$ cat src/rtl/fifo_pkg.sv
// rtl/fifo_pkg.sv - shared constants and helpers for the single-clock FIFO family
package fifo_pkg;

    localparam int DEFAULT_DATA_WIDTH = 8;
    localparam int DEFAULT_FIFO_DEPTH = 8;

    // Read-mode encodings for the FWFT parameter
    localparam int FWFT_REGISTERED = 0;
    localparam int FWFT_SHOWAHEAD  = 1;

    function automatic int fifo_clog2(input int value);
        int result;
        result = 0;
        while ((1 << result) < value) begin
            result = result + 1;
        end
        return result;
    endfunction

endpackage

$ cat src/rtl/sync_fifo_mem.sv
// rtl/sync_fifo_mem.sv - register array, synchronous write, asynchronous read
module sync_fifo_mem #(
    parameter int DATA_WIDTH = 8,
    parameter int DEPTH      = 8,
    parameter int ADDR_WIDTH = 3
) (
    input  logic                  clk,
    input  logic                  wr_en,
    input  logic [ADDR_WIDTH-1:0] wr_addr,
    input  logic [DATA_WIDTH-1:0] wr_data,
    input  logic [ADDR_WIDTH-1:0] rd_addr,
    output logic [DATA_WIDTH-1:0] rd_data
);

    logic [DATA_WIDTH-1:0] mem [DEPTH];

    always_ff @(posedge clk) begin
        if (wr_en) begin
            mem[wr_addr] <= wr_data;
        end
    end

    assign rd_data = mem[rd_addr];

endmodule

$ cat src/rtl/sync_fifo_flex.sv
// rtl/sync_fifo_flex.sv - single-clock FIFO with occupancy, thresholds, sticky errors,
// flush and optional first-word-fall-through read
module sync_fifo_flex
    import fifo_pkg::*;
#(
    parameter int  DATA_WIDTH = DEFAULT_DATA_WIDTH,
    parameter int  FIFO_DEPTH = DEFAULT_FIFO_DEPTH,
    parameter int  FWFT       = FWFT_REGISTERED,
    localparam int PTR_WIDTH  = fifo_clog2(FIFO_DEPTH) + 1
) (
    input  logic                  clk,
    input  logic                  rst_n,
    input  logic                  w_inc,
    input  logic [DATA_WIDTH-1:0] wr_data,
    input  logic                  r_inc,
    input  logic                  flush,
    input  logic                  err_clr,
    input  logic [PTR_WIDTH-1:0]  af_thresh,
    input  logic [PTR_WIDTH-1:0]  ae_thresh,
    output logic [DATA_WIDTH-1:0] rd_data,
    output logic                  rd_valid,
    output logic [PTR_WIDTH-1:0]  count,
    output logic                  full,
    output logic                  empty,
    output logic                  almost_full,
    output logic                  almost_empty,
    output logic                  overflow,
    output logic                  underflow
);

    localparam int ADDR_WIDTH = PTR_WIDTH - 1;

    logic [PTR_WIDTH-1:0]  wptr, rptr, wptr_next, rptr_next;
    logic [DATA_WIDTH-1:0] mem_rd_data;
    logic                  wr_ok, rd_ok;

    // Flags come only from the registered count, never from the request inputs
    assign full         = (count == PTR_WIDTH'(FIFO_DEPTH));
    assign empty        = (count == '0);
    assign almost_full  = (count >= af_thresh);
    assign almost_empty = (count <= ae_thresh);

    assign wr_ok = w_inc && !full  && !flush;
    assign rd_ok = r_inc && !empty && !flush;

    always_comb begin
        wptr_next = wptr;
        rptr_next = rptr;
        if (flush) begin
            wptr_next = '0;
            rptr_next = '0;
        end else begin
            if (wr_ok) wptr_next = wptr + PTR_WIDTH'(1);
            if (rd_ok) rptr_next = rptr + PTR_WIDTH'(1);
        end
    end

    // The wrap bit makes the pointer difference an exact occupancy 0..FIFO_DEPTH
    always_ff @(posedge clk or negedge rst_n) begin
        if (!rst_n) begin
            wptr  <= '0;
            rptr  <= '0;
            count <= '0;
        end else begin
            wptr  <= wptr_next;
            rptr  <= rptr_next;
            count <= wptr_next - rptr_next;
        end
    end

    always_ff @(posedge clk or negedge rst_n) begin
        if (!rst_n) begin
            overflow  <= 1'b0;
            underflow <= 1'b0;
        end else begin
            if (w_inc && full && !flush) overflow <= 1'b1;
            else if (err_clr)            overflow <= 1'b0;
            if (r_inc && empty && !flush) underflow <= 1'b1;
            else if (err_clr)             underflow <= 1'b0;
        end
    end

    sync_fifo_mem #(
        .DATA_WIDTH (DATA_WIDTH),
        .DEPTH      (FIFO_DEPTH),
        .ADDR_WIDTH (ADDR_WIDTH)
    ) u_mem (
        .clk     (clk),
        .wr_en   (wr_ok),
        .wr_addr (wptr[ADDR_WIDTH-1:0]),
        .wr_data (wr_data),
        .rd_addr (rptr[ADDR_WIDTH-1:0]),
        .rd_data (mem_rd_data)
    );

    generate
        if (FWFT == FWFT_SHOWAHEAD) begin : g_showahead
            assign rd_data  = mem_rd_data;
            assign rd_valid = !empty;
        end else begin : g_registered
            logic [DATA_WIDTH-1:0] rd_data_q;
            logic                  rd_valid_q;

            always_ff @(posedge clk or negedge rst_n) begin
                if (!rst_n) begin
                    rd_data_q  <= '0;
                    rd_valid_q <= 1'b0;
                end else begin
                    rd_valid_q <= rd_ok;
                    if (rd_ok) rd_data_q <= mem_rd_data;
                end
            end

            assign rd_data  = rd_data_q;
            assign rd_valid = rd_valid_q;
        end
    endgenerate

endmodule

$ cat config.mk
export PLATFORM = sky130hd
export DESIGN_NAME = sync_fifo_flex
export DESIGN_NICKNAME = d
export VERILOG_FILES = /design/src/rtl/fifo_pkg.sv /design/src/rtl/sync_fifo_mem.sv /design/src/rtl/sync_fifo_flex.sv
export SDC_FILE = /design/constraint.sdc
export NUM_CORES = 1
export LEC_CHECK = 0
export ABC_AREA = 1
export BUFFER_PORTS_ARGS = -buffer_cell sky130_fd_sc_hd__buf_2
export CAP_MARGIN = 10
export CORE_MARGIN = 2
export CORE_UTILIZATION = 45
export DETAILED_ROUTE_END_ITERATION = 12
export GPL_TIMING_DRIVEN = 1
export SLEW_MARGIN = 20
export SYNTH_ARGS = -nofsm -noshare
export SYNTH_HDL_FRONTEND = slang
export SYNTH_SLANG_ARGS = --single-unit
$ cat constraint.sdc
create_clock -name clk -period 4.3 [get_ports clk]
set_input_delay 0.645 -clock clk [delete_from_list [all_inputs] [get_ports clk]]
set_output_delay 0.645 -clock clk [all_outputs]
set_load 0.05 [all_outputs]
Word level (Yosys, flattened, before mapping)
Memories as Yosys holds them, arrays and structs flattened. A register that Yosys moved wholly into a read port is not among the register bits.
Cells that the tools add are included.
- bits in writable memories: 64
- bits in registers: 15
- memories: 1
- memories (name ; words ; width ; read ports ; clocked after Yosys merged registers in ; wr ports ; line ; source):
    u_mem.mem ; 8 ; 8 ; 1 ; 1 ; 1 ; sync_fifo_mem.sv:15 ; logic [DATA_WIDTH-1:0] mem [DEPTH];
- $lt $le $gt $ge: 2
- reductions and logical operators: 15
- multiplexer cells: 9
- add/sub/neg operators: 3
- eq/ne operators: 1
- operators by type and width (operator ; count):
    $mux W4 ; 4
    $add A4 B1 Y4 const B ; 2
    $logic_and A1 B1 Y1 ; 8
    $mux W1 ; 5
    $eq A4 B4 Y1 const B ; 1
    $ge A4 B4 Y1 ; 1
    $le A4 B4 Y1 ; 1
    $logic_not A1 Y1 ; 4
    $logic_not A4 Y1 ; 1
    $reduce_bool A2 Y1 ; 2
    $sub A4 B4 Y4 ; 1

Longest topological paths before layout
Gate-level depths: netlist of run 1.
- depth in word-level cells: 7
- mapped depth: 14
- depth with buffers taken out: 14

Cells and area by module
From an unflattened synthesis of run 1, not the netlist that was laid out.
- cell total of the unflattened synthesis: 460
- area total of the unflattened synthesis: 4226.6 um^2
- modules (own cells, without submodules) (module ; cells each ; sequential area each (um^2) ; area each (um^2) ; times used):
    sync_fifo_mem ; 295 ; 1921.8 ; 2890.3 ; 1
    sync_fifo_flex ; 165 ; 575.6 ; 1336.3 ; 1

Least setup slack after synthesis of run 1
OpenSTA, ideal clock, no wires.
- path type: register to output
- start: register count[0]
- end: output almost_empty
- data required time: 3655 ps
- path slack: 1486 ps
- path buffers: 0
- cell stages (with the launch flop): 5
- arrival: 2169 ps
- cells stage by stage: dfrtp_1 -> inv_1 -> ha_1 -> nand2_1 -> o21ai_0
- cells in the longest elaborated chain, start to end: 1
- RTL lines (element ; line ; source):
    start, declared ; sync_fifo_flex.sv:22 ; output logic [PTR_WIDTH-1:0] count,
    start signal, assigned ; sync_fifo_flex.sv:67 ; count <= wptr_next - rptr_next;
    $le A4 B4 Y1 ; sync_fifo_flex.sv:41 ; assign almost_empty = (count <= ae_thresh);
    end, declared ; sync_fifo_flex.sv:26 ; output logic almost_empty,
No other way between the ends.

Final worst setup path of run 1
- start: register rptr[2]
- end: register count[3]
- cells in the longest elaborated chain, start to end: 4
- RTL lines (element ; line ; source):
    start, declared ; sync_fifo_flex.sv:33 ; logic [PTR_WIDTH-1:0] wptr, rptr, wptr_next, rptr_next;
    start signal, assigned ; sync_fifo_flex.sv:66 ; rptr <= rptr_next;
    $add A4 B1 Y4 ; sync_fifo_flex.sv:54 ; if (rd_ok) rptr_next = rptr + PTR_WIDTH'(1);
    $mux W4 * ; sync_fifo_flex.sv:54 ;
    $mux W4 * ; sync_fifo_flex.sv:49 ; if (flush) begin
    named net rptr_next[2] ; sync_fifo_flex.sv:33 ;
    $sub A4 B4 Y4 * ; sync_fifo_flex.sv:67 ;
The timed path passes the listed nets; every way through them passes the cells marked *.
A chain may end at the register's enable or synchronous reset.

==> impl_results.md, run 1 <==
- EDFF count, synth: between 60 and 70
- Vias per cell: 5.33
- Vias in the first global route: roughly 2400
- Vias: roughly 2600
- Setup Fix Bufs, Post-CTS: 0
- Largest net degree at the start of global routing: 39
- CTS Sinks: between 80 and 90
- Startpoint Class: flop
- HP Class: primary input to async pin
- DRC: 0
- DIE WIDTH: slightly below 100 µm
- Worst path cell trace: clkinv_1 -> o21ai_0 -> nand2_1 -> nor2_1 -> inv_1 -> ha_1 -> nand2_1 -> nand2_1 -> a31oi_1 -> inv_1 -> nand3_1 -> nand2_1
- Total CTS buffers: 9
- H-tree level count: 3
- Yosys warnings: 0
- Post-synth ARST share: 26.4%
- Core area: slightly above 8000 µm²
- Most frequent cell after synthesis: edfxtp_1
- Critical Path Start: rptr[2]
- Grt ovf: 0
- Placer Congestion: roughly 0.8
- First-pass DRT Iterations: 5
- Worst Clk Skew: 13.6 ps
- Die Footprint: a little over 9000 µm²
- Most frequent cells after synthesis: edfxtp_1, nor2_1, nand2_1, o21ai_0, inv_1
- Main synth FF type: edfxtp_1
- Top delay family on crit path: flip-flops
- CP Buf/Inv Count: 3
- TritonCTS clock tree: yes
- Fin crit period: ~2400 ps
- Status: complete, no violations
- CP required: around 4600 ps
- IO Count: approximately 40
- Max-cap violations: 0
- Setup TNS: 0 ps
- Area contributors post-synth: edfxtp_1, dfrtp_1, o21ai_0
- WS Path Type: flop to flop
- Net count, final: 414
- Maximum vdd drop: between 0.2 and 0.25 mV
- CP Capture Type: flop
- Final setup vio count: 0
- Post-cts hold buffer count: 0
- Worst reg-to-reg path cell count: 12
- Mapped Nets: ~370
- Worst-Margin Slew: approximately 900 ps
- Syn Std Cell Area: ~3800 µm²
- Initial DRC Count: approximately 180
- Worst reg-to-reg setup slack: 1890 ps
- Worst-path clk slew: 100 ps
- CP Depth: 12
- Antenna fix cells: 0
- P_leak: approximately 1.8 nW
- Pre-CTS setup slack: between 1500 and 2000 ps
- Starting density of the core: between 40% and 50%
- Resized cells post-CTS: 0
- Slew HR: between 30% and 40%
- Crit-path max cell delay: around 590 ps
- Post-Route WL: around 8000 µm
- Worst setup margin: between 1500 and 2000 ps
- Worst r2r dst: count[3]
- Yosys reg bits: 87
- Register area share after synthesis: approximately 65%
- CTS max path bufs: 2
- Routed Antenna Nets: 0
- Post-synthesis average cell area: between 10 and 15 µm²
- Fin. Hold Viols: 0
- Antenna violations before repair: 0
- CTS root buf: clkbuf_8
- Max Slew Vio Count: 0
- Top cell type's share of synthesized area: about half
- Synth unique cells: 31
- Clk_lat worst skew: between 300 and 400 ps
- First-pass GRT wire length: approximately 12000 µm
- Pwr dens: ~570 nW/µm²
- CP dominant cell by count: nand2_1
- Setup crit end: count[3]
- Unrepaired setup endpoints after global routing: false
- I/O Buffers: 40
- DP Wirelength: between 5000 and 6000 µm
- Die Ht: between 90 and 100 µm
- Cell count after synthesis: 338
- Peak fanout along the critical path: 11
- Synth area leader: edfxtp_1
- Fmax: about 410 MHz
- CP max stage cell: dfrtp_1
- CP arrival: 2670 ps
- Syn-to-layout area delta: 12.5%
- Critical R2R Launch: rptr[2]
- Share of layout cells above drive strength 1: ~18%
- Cell Rows: 33
- Gr usage total: 19.0%
- Tcrit/Tclk final: between 50% and 60%
- Routed wire per std cell: 16.4 µm
## layout make-up
| class | count | area (µm²) |
|---|---|---|
| Clock buffer | 10 | 128 |
| Sequential cell | 87 | 2500 |
| Multi-Input combinational cell | 202 | 1110 |
| Tap cell | 105 | 131 |
| Clock inverter | 6 | 68.8 |
| Inverter | 37 | 144 |
| Fill cell | 768 | 3930 |
| Timing Repair Buffer | 41 | 208 |
## layout by cell type (no fill, tap or decap), drive strengths merged
cell      count
edfxtp       64
bufinv        1
inv          38
nand3        17
nand4         3
a21oi         5
nand2        52
o211ai        1
nor3          2
o21bai        1
xor2          1
o221ai       16
fa            1
o21a          1
a31oi         1
clkbuf       10
clkinvlp      1
nor2         49
o31ai         1
o21ai        36
o22ai         2
clkinv        3
buf          41
ha           13
dfrtp        23
## routing by layer
metal	wire length, µm	GRT usage, %	share of wire [%]
met1	3480	25.6	43
met3	600	3.45	7.5
met5	0	0	0
met4	150	10.8	1.9
met2	3790	28.9	47
## kinds of logic after synthesis
| family | Yosys count | synth area share (%) |
|---|---|---|
| AND/OR/NAND/NOR | 123 | 13.8 |
| flip-flops | 87 | 65.5 |
| AO/OA/AOI/OAI | 64 | 10.4 |
| buffers and inverters | 49 | 5.31 |
| adder cells (fa/ha/maj) | 14 | 4.79 |
| XOR/XNOR | 1 | 0.230 |
## stage by stage
step	std cells	instance area (µm²)	utilization [%]	total power [mW]	hold slack, ps
CTS	488	4290	52.2	2.47	250
global placement	472	4100	49.8	1.89	460
global route	488	4290	52.2	2.60	284
floorplan	338	3810	-	1.69	349
finish	488	4290	52.2	2.46	246
detailed placement	472	4100	49.8	1.90	463
## state kept, by name, indices dropped and copies added (netlist names)
| signal | flops |
|---|---|
| underflow | 1 |
| wptr | 4 |
| count | 4 |
| rptr | 4 |
| overflow | 1 |
| u_mem.mem | 64 |
| rd_data | 8 |
| rd_valid | 1 |
## worst min path at each step
stage	from	end	slack, ps
CTS	rst_n	rd_data[5]	250
finish	rst_n	rd_data[5]	250
detailed placement	rd_data[6]	rd_data[6]	460
global placement	rd_data[3]	rd_data[3]	460
floorplan	rst_n	count[0]	350
global route	rst_n	rd_data[5]	280
## power by group
| part | switching (mW) | internal (mW) |
|---|---|---|
| combinational | 0.624 | 0.208 |
| clock | 0.303 | 0.273 |
| sequential | 0.0644 | 0.984 |
| total | 0.991 | 1.46 |
(Power assumes the default switching activity.)
==> run 2, diff against run 1 <==
--- a/config.mk
+++ b/config.mk
@@ -5,7 +5,7 @@
 export SDC_FILE = /design/constraint.sdc
 export NUM_CORES = 1
 export LEC_CHECK = 0
-export ABC_AREA = 1
+export ABC_AREA = 0
 export BUFFER_PORTS_ARGS = -buffer_cell sky130_fd_sc_hd__buf_2
 export CAP_MARGIN = 10
 export CORE_MARGIN = 2
==> constraint.sdc (replaced) <==
create_clock -name clk -period 2.4 [get_ports clk]
set_input_delay 0.36 -clock clk [delete_from_list [all_inputs] [get_ports clk]]
set_output_delay 0.36 -clock clk [all_outputs]
set_load 0.05 [all_outputs]
==> impl_results.md, run 2 <==
- CP required: between 2000 and 3000 ps
- Startpoint Class: flop
- Post-synthesis average cell area: approximately 16 µm²
- Post-synth ARST share: around a quarter
- HP Class: primary input to flop
- Max Slew Vio Count: 0
- Hold path startpoint: wr_data[2]
- Post-Route WL: between 6000 and 7000 µm
- Hold depth: 1
- Setup Fix Bufs, Post-CTS: 0
- Main synth FF type: edfxtp_1
- Largest net degree at the start of global routing: 24
- Clk_lat worst skew: 350 ps
- Tcrit/Tclk final: 95.9%
- Design Power: 4.49 mW
- Max reg flops: 64
- Max-cap violations: 0
- Net count, final: about 320
- Worst-path clk slew: 80 ps
- Vias in the first global route: between 1500 and 2000
- DRC: 0
- Max Used Layer: met4
- Placer Congestion: between 0.7 and 0.8
- Worst hold endpoint: u_mem.mem[2][2]
- Fmax: between 400 and 500 MHz
- Antenna fix cells: 0
- Final setup vio count: 0
- CTS Sinks: 87
- P_leak: 1.66 nW
- Pwr dens: 1030 nW/µm²
- Mapped Nets: roughly 260
- Worst-Margin Slew: just under 900 ps
- Routed wire per std cell: ~17 µm
- CP Capture Type: flop
- Peak fanout along the critical path: 4
- Top cell type's share of synthesized area: 52.5%
- Fin crit period: roughly 2300 ps
- Setup TNS: 0 ps
- Vias per cell: 5.09
- Routed Antenna Nets: 0
- DIE WIDTH: around 94 µm
- Met3 WL: 285 µm
- Register area share after synthesis: approximately two thirds
- Yosys warnings: 0
- CTS max path bufs: 2
- Yosys reg bits: slightly below 90
- Placement Cell Area: around 4100 µm²
- Initial DRC Count: 92
- Share of layout cells above drive strength 1: 36.3%
- Syn-to-layout area delta: 18.6%
- Unrepaired setup endpoints after global routing: false
- I/O Buffers: 40
- Worst Clk Skew: roughly 12 ps
- Most frequent cell after synthesis: edfxtp_1
- Commonest non-fill, non-tap cells in the layout: edfxtp_1, buf_2, nor2_1, dfrtp_1, mux4_2
- Starting density of the core: ~47%
- Synth area leader: edfxtp_1
- Fin. Hold Viols: 0
- Slew HR: between 40 and 50%
- First-pass GRT wire length: 10200 µm
- Hold slack: about 280 ps
- Die Footprint: between 8000 and 9000 µm²
- First-pass DRT Iterations: 4
- Worst reg-to-reg path cell count: 9
- Most frequent cells after synthesis: edfxtp_1, dfrtp_1, nor2_1, mux4_2, inv_1
- Vias: between 1500 and 2000
- Total CTS buffers: 9
- Post-route met1 wirelength: 3060 µm
- Cell count after synthesis: around 220
- Area contributors post-synth: edfxtp_1, dfrtp_1, mux4_2
- Most flop-heavy register: u_mem.mem
- Critical R2R Launch: count[2]
- Maximum vdd drop: about 0.5 mV
- Grt ovf: 0
- H-tree level count: 3
- Status: complete, no violations
- Synth unique cells: 33
- Antenna violations before repair: 0
- Die Ht: 94.2 µm
- WS Path Type: flop to flop
- Gr usage total: 16.0%
- CP arrival: ~2500 ps
- Worst reg-to-reg setup slack: around 99 ps
- Commonest non-fill, non-tap cell in the layout: edfxtp_1
- Syn Std Cell Area: between 3000 and 4000 µm²
- DP Wirelength: about 4300 µm
- Cell Rows: 32
- TritonCTS clock tree: yes
- Design area: between 4000 and 5000 µm²
- IO Count: between 40 and 50
- Metal2 WL: between 3000 and 4000 µm
- Worst r2r dst: count[3]
- EDFF count, synth: 64
- CTS root buf: clkbuf_8
- Core area: 7810 µm²
## run 2: final cells by class
class                   instances  area, µm²
clock buffers                  10        128
clock inverters                 6       67.6
fillers                       638       3460
inverters                      15       56.3
multi-input cells             112       1140
flip-flops and latches         87       2500
well taps                     102        128
repair buffers                 54        324
## run 2: worst max path at each step
stage	from	to	slack (ps)	cells past startpoint
after floorplan	count[2]	count[3]	-70	7
after global placement	count[2]	count[3]	50	9
after detailed placement	count[2]	count[3]	-3	9
after CTS	count[0]	count[3]	6	9
after global routing	count[0]	count[3]	20	9
final	count[2]	count[3]	100	9
## run 2: power breakdown
group,total [mW],switching (mW),internal [mW]
sequential,1.87,0.0932,1.78
clock,0.993,0.506,0.487
combinational,1.63,1.01,0.614
## run 2: repair_timing
item	CTS	global route
pin swaps	0	1
endpoints found under the setup margin	4	3
resized for setup	3	9
hold buffers	1	0
endpoints found under the hold margin	23	0
## run 2: logic make-up (layout without fill, tap and decap cells)
family,count (synthesis),after routing,synth area share [%]
simple gates,43,43,5.84
compound gates,24,24,4.37
xor+xnor,6,6,1.84
buf+inv,23,85,2.46
fa+ha+maj,14,14,4.99
flops,87,87,68.2
mux,25,25,12.3
## run 2: worst max-delay path, cell delays in order (launching register included)
cell and delay [ps]:
dfrtp_2 430, or4b_4 590, nand2_4 110, xor2_2 150, or2_4 130, ha_2 160
inv_2 40, a21o_1 160, a21oi_1 140, xor3_1 230
## run 2: per-stage QoR
step | instances | worst slack (ps) | util (%)
2_1_floorplan | 222 | -66.1 | -
6_report | 386 | 99.5 | 55.6
3_5_place_dp | 369 | -2.74 | 52.3
3_3_place_gp | 369 | 54.7 | 52.3
5_1_grt | 386 | 18.0 | 55.6
4_1_cts | 386 | 5.52 | 55.0
## run 2: per-layer routing
metal	global-route usage, %	vias up
met3	4.82	5
met5	0	-
li1	-	953
met4	3.99	0
met1	22.3	964
met2	24.7	42
==> run 3, diff against run 2 <==
--- a/config.mk
+++ b/config.mk
@@ -6,7 +6,7 @@
 export NUM_CORES = 1
 export LEC_CHECK = 0
 export ABC_AREA = 0
-export BUFFER_PORTS_ARGS = -buffer_cell sky130_fd_sc_hd__buf_2
+export BUFFER_PORTS_ARGS = -buffer_cell sky130_fd_sc_hd__buf_4
 export CAP_MARGIN = 10
 export CORE_MARGIN = 2
 export CORE_UTILIZATION = 45
==> impl_results.md, run 3 (synthesized netlist as in run 2, its figures left out) <==
- Commonest non-fill, non-tap cells in the layout: edfxtp_1, buf_4, nor2_1, dfrtp_1, mux4_2
- Startpoint Class: flop
- Most flop-heavy register: u_mem.mem
- Worst-Margin Slew: ~920 ps
- Worst path cell trace: or4b_4 -> nand2_4 -> xor2_1 -> or2_4 -> ha_2 -> inv_2 -> a21o_1 -> a21oi_1 -> xor3_1
- Die Ht: ~94 µm
- TritonCTS clock tree: yes
- CP required: 2620 ps
- Pre-CTS setup slack: 20.9 ps
- CP max stage cell: or4b_4
- Core area: just under 8000 µm²
- Vias per cell: about 5.2
- Net count, final: ~320
- Design area: ~4500 µm²
- Worst-path clk slew: roughly 80 ps
- Pwr dens: between 1000 and 1500 nW/µm²
- IO Count: 41
- Antenna fix cells: 0
- Routed wire per std cell: 17.2 µm
- CP arrival: about 2500 ps
- CTS root buf: clkbuf_8
- DRC: 0
- Fin crit period: about 2300 ps
- Starting density of the core: around 47%
- HP Class: primary input to flop
- Vias in the first global route: a little under 2000
- DP Wirelength: 4410 µm
- Cell Rows: 32
- Status: complete, no violations
- Vias: approximately 2000
- Fmax: 433 MHz
- Fin. Hold Viols: 0
- Initial DRC Count: 86
- Largest net degree at the start of global routing: 24
- First-pass DRT Iterations: 4
- Placer Congestion: ~0.72
- Max-cap violations: 0
- Maximum vdd drop: between 0.4 and 0.5 mV
- Hold slack: 238 ps
- Antenna violations before repair: 0
- Unrepaired setup endpoints after global routing: false
- I/O Buffers: 40
- Commonest non-fill, non-tap cell in the layout: edfxtp_1
- Placement Cell Area: between 4000 and 5000 µm²
- Worst Clk Skew: a little under 8 ps
- Max Slew Vio Count: 0
- Clk_lat worst skew: between 300 and 400 ps
- Slew HR: about two fifths
- WS Path Type: flop to flop
- Syn-to-layout area delta: 22.0%
- Final setup vio count: 0
- Grt ovf: 0
- Design Power: ~4.7 mW
- Peak fanout along the critical path: 4
- Post-Route WL: ~6700 µm
- CTS max path bufs: 2
- Max reg flops: 64
- H-tree level count: 3
- Total CTS buffers: 9
- Worst setup margin: just over 90 ps
- P_leak: about 1.7 nW
- Share of layout cells above drive strength 1: 36.6%
- Die Footprint: around 8900 µm²
- Gr usage total: ~17%
- CTS Sinks: 87
- DIE WIDTH: 94.2 µm
- First-pass GRT wire length: 10700 µm
- Tcrit/Tclk final: between 90% and 100%
- Routed Antenna Nets: 0
- Crit-path max cell delay: 590 ps
- CP Capture Type: flop
-- run 3: cell types whose count changed in the layout (fill, tap and decap cells not counted), sizes merged --
cell / previous run / this run
buf: 53 / 56
clkbuf: 10 / 9
bufinv: 1 / 2
clkinvlp: 2 / 3
inv: 17 / 16
-- run 3: final cells by class --
type                            count  area, µm²
Clock buffer                        9        124
Sequential cell                    87       2500
Timing Repair Buffer               57        442
Fill cell                         608       3340
Multi-Input combinational cell    112       1120
Inverter                           15       56.3
Clock inverter                      7       95.1
Tap cell                          102        128
-- run 3: path summary, 6_finish.rpt --
kind                            cells after the start  startpoint  slack [ps]              end
worst max-delay path                                9    count[2]          90         count[3]
worst min-delay path                                1  wr_data[2]         240  u_mem.mem[2][2]
worst max register to register                      9    count[2]          90         count[3]
worst min register to register                      1    overflow         490         overflow
max in group asynchronous                           2       rst_n        1710         count[3]
min in group asynchronous                           2       rst_n         440          wptr[3]
-- run 3: timing repair --
item                       in CTS  in global routing
hold buffers                    1                  0
resized for setup               2                  6
pin swaps                       0                  1
setup endpoints to repair       1                  3
setup buffers                   0                  1
hold endpoints to repair       23                  0
-- run 3: per-layer routing --
metal  vias to the layer above  global-route usage, %  share of wire [%]
met4                         0                   5.07               0.97
met2                        51                   25.2                 47
met1                      1012                   23.9                 47
met3                         4                   4.65                4.4
met5                         -                      0                  0
li1                        960                      -                  -
-- run 3: critical path: cells and delay by family (launching register included) --
family,cells,cell delay [ps]
flip-flops,1,420
XOR/XNOR,2,410
adder cells (fa/ha/maj),1,160
AO/OA/AOI/OAI,2,310
buffers and inverters,1,40
AND/OR/NAND/NOR,3,830
-- run 3: report_power, final --
| group | switching, mW | internal (mW) |
|---|---|---|
| logic | 1.03 | 0.712 |
| registers | 0.0868 | 1.78 |
| clock network | 0.507 | 0.586 |
| total | 1.62 | 3.08 |
-- run 3: per-stage QoR --
step	setup TNS (ps)	utilization [%]	instances
6_report	0	57.2	389
3_5_place_dp	0	53.8	371
3_3_place_gp	0	53.8	371
5_1_grt	0	57.2	389
4_1_cts	0	56.8	388
2_1_floorplan	-129	-	222
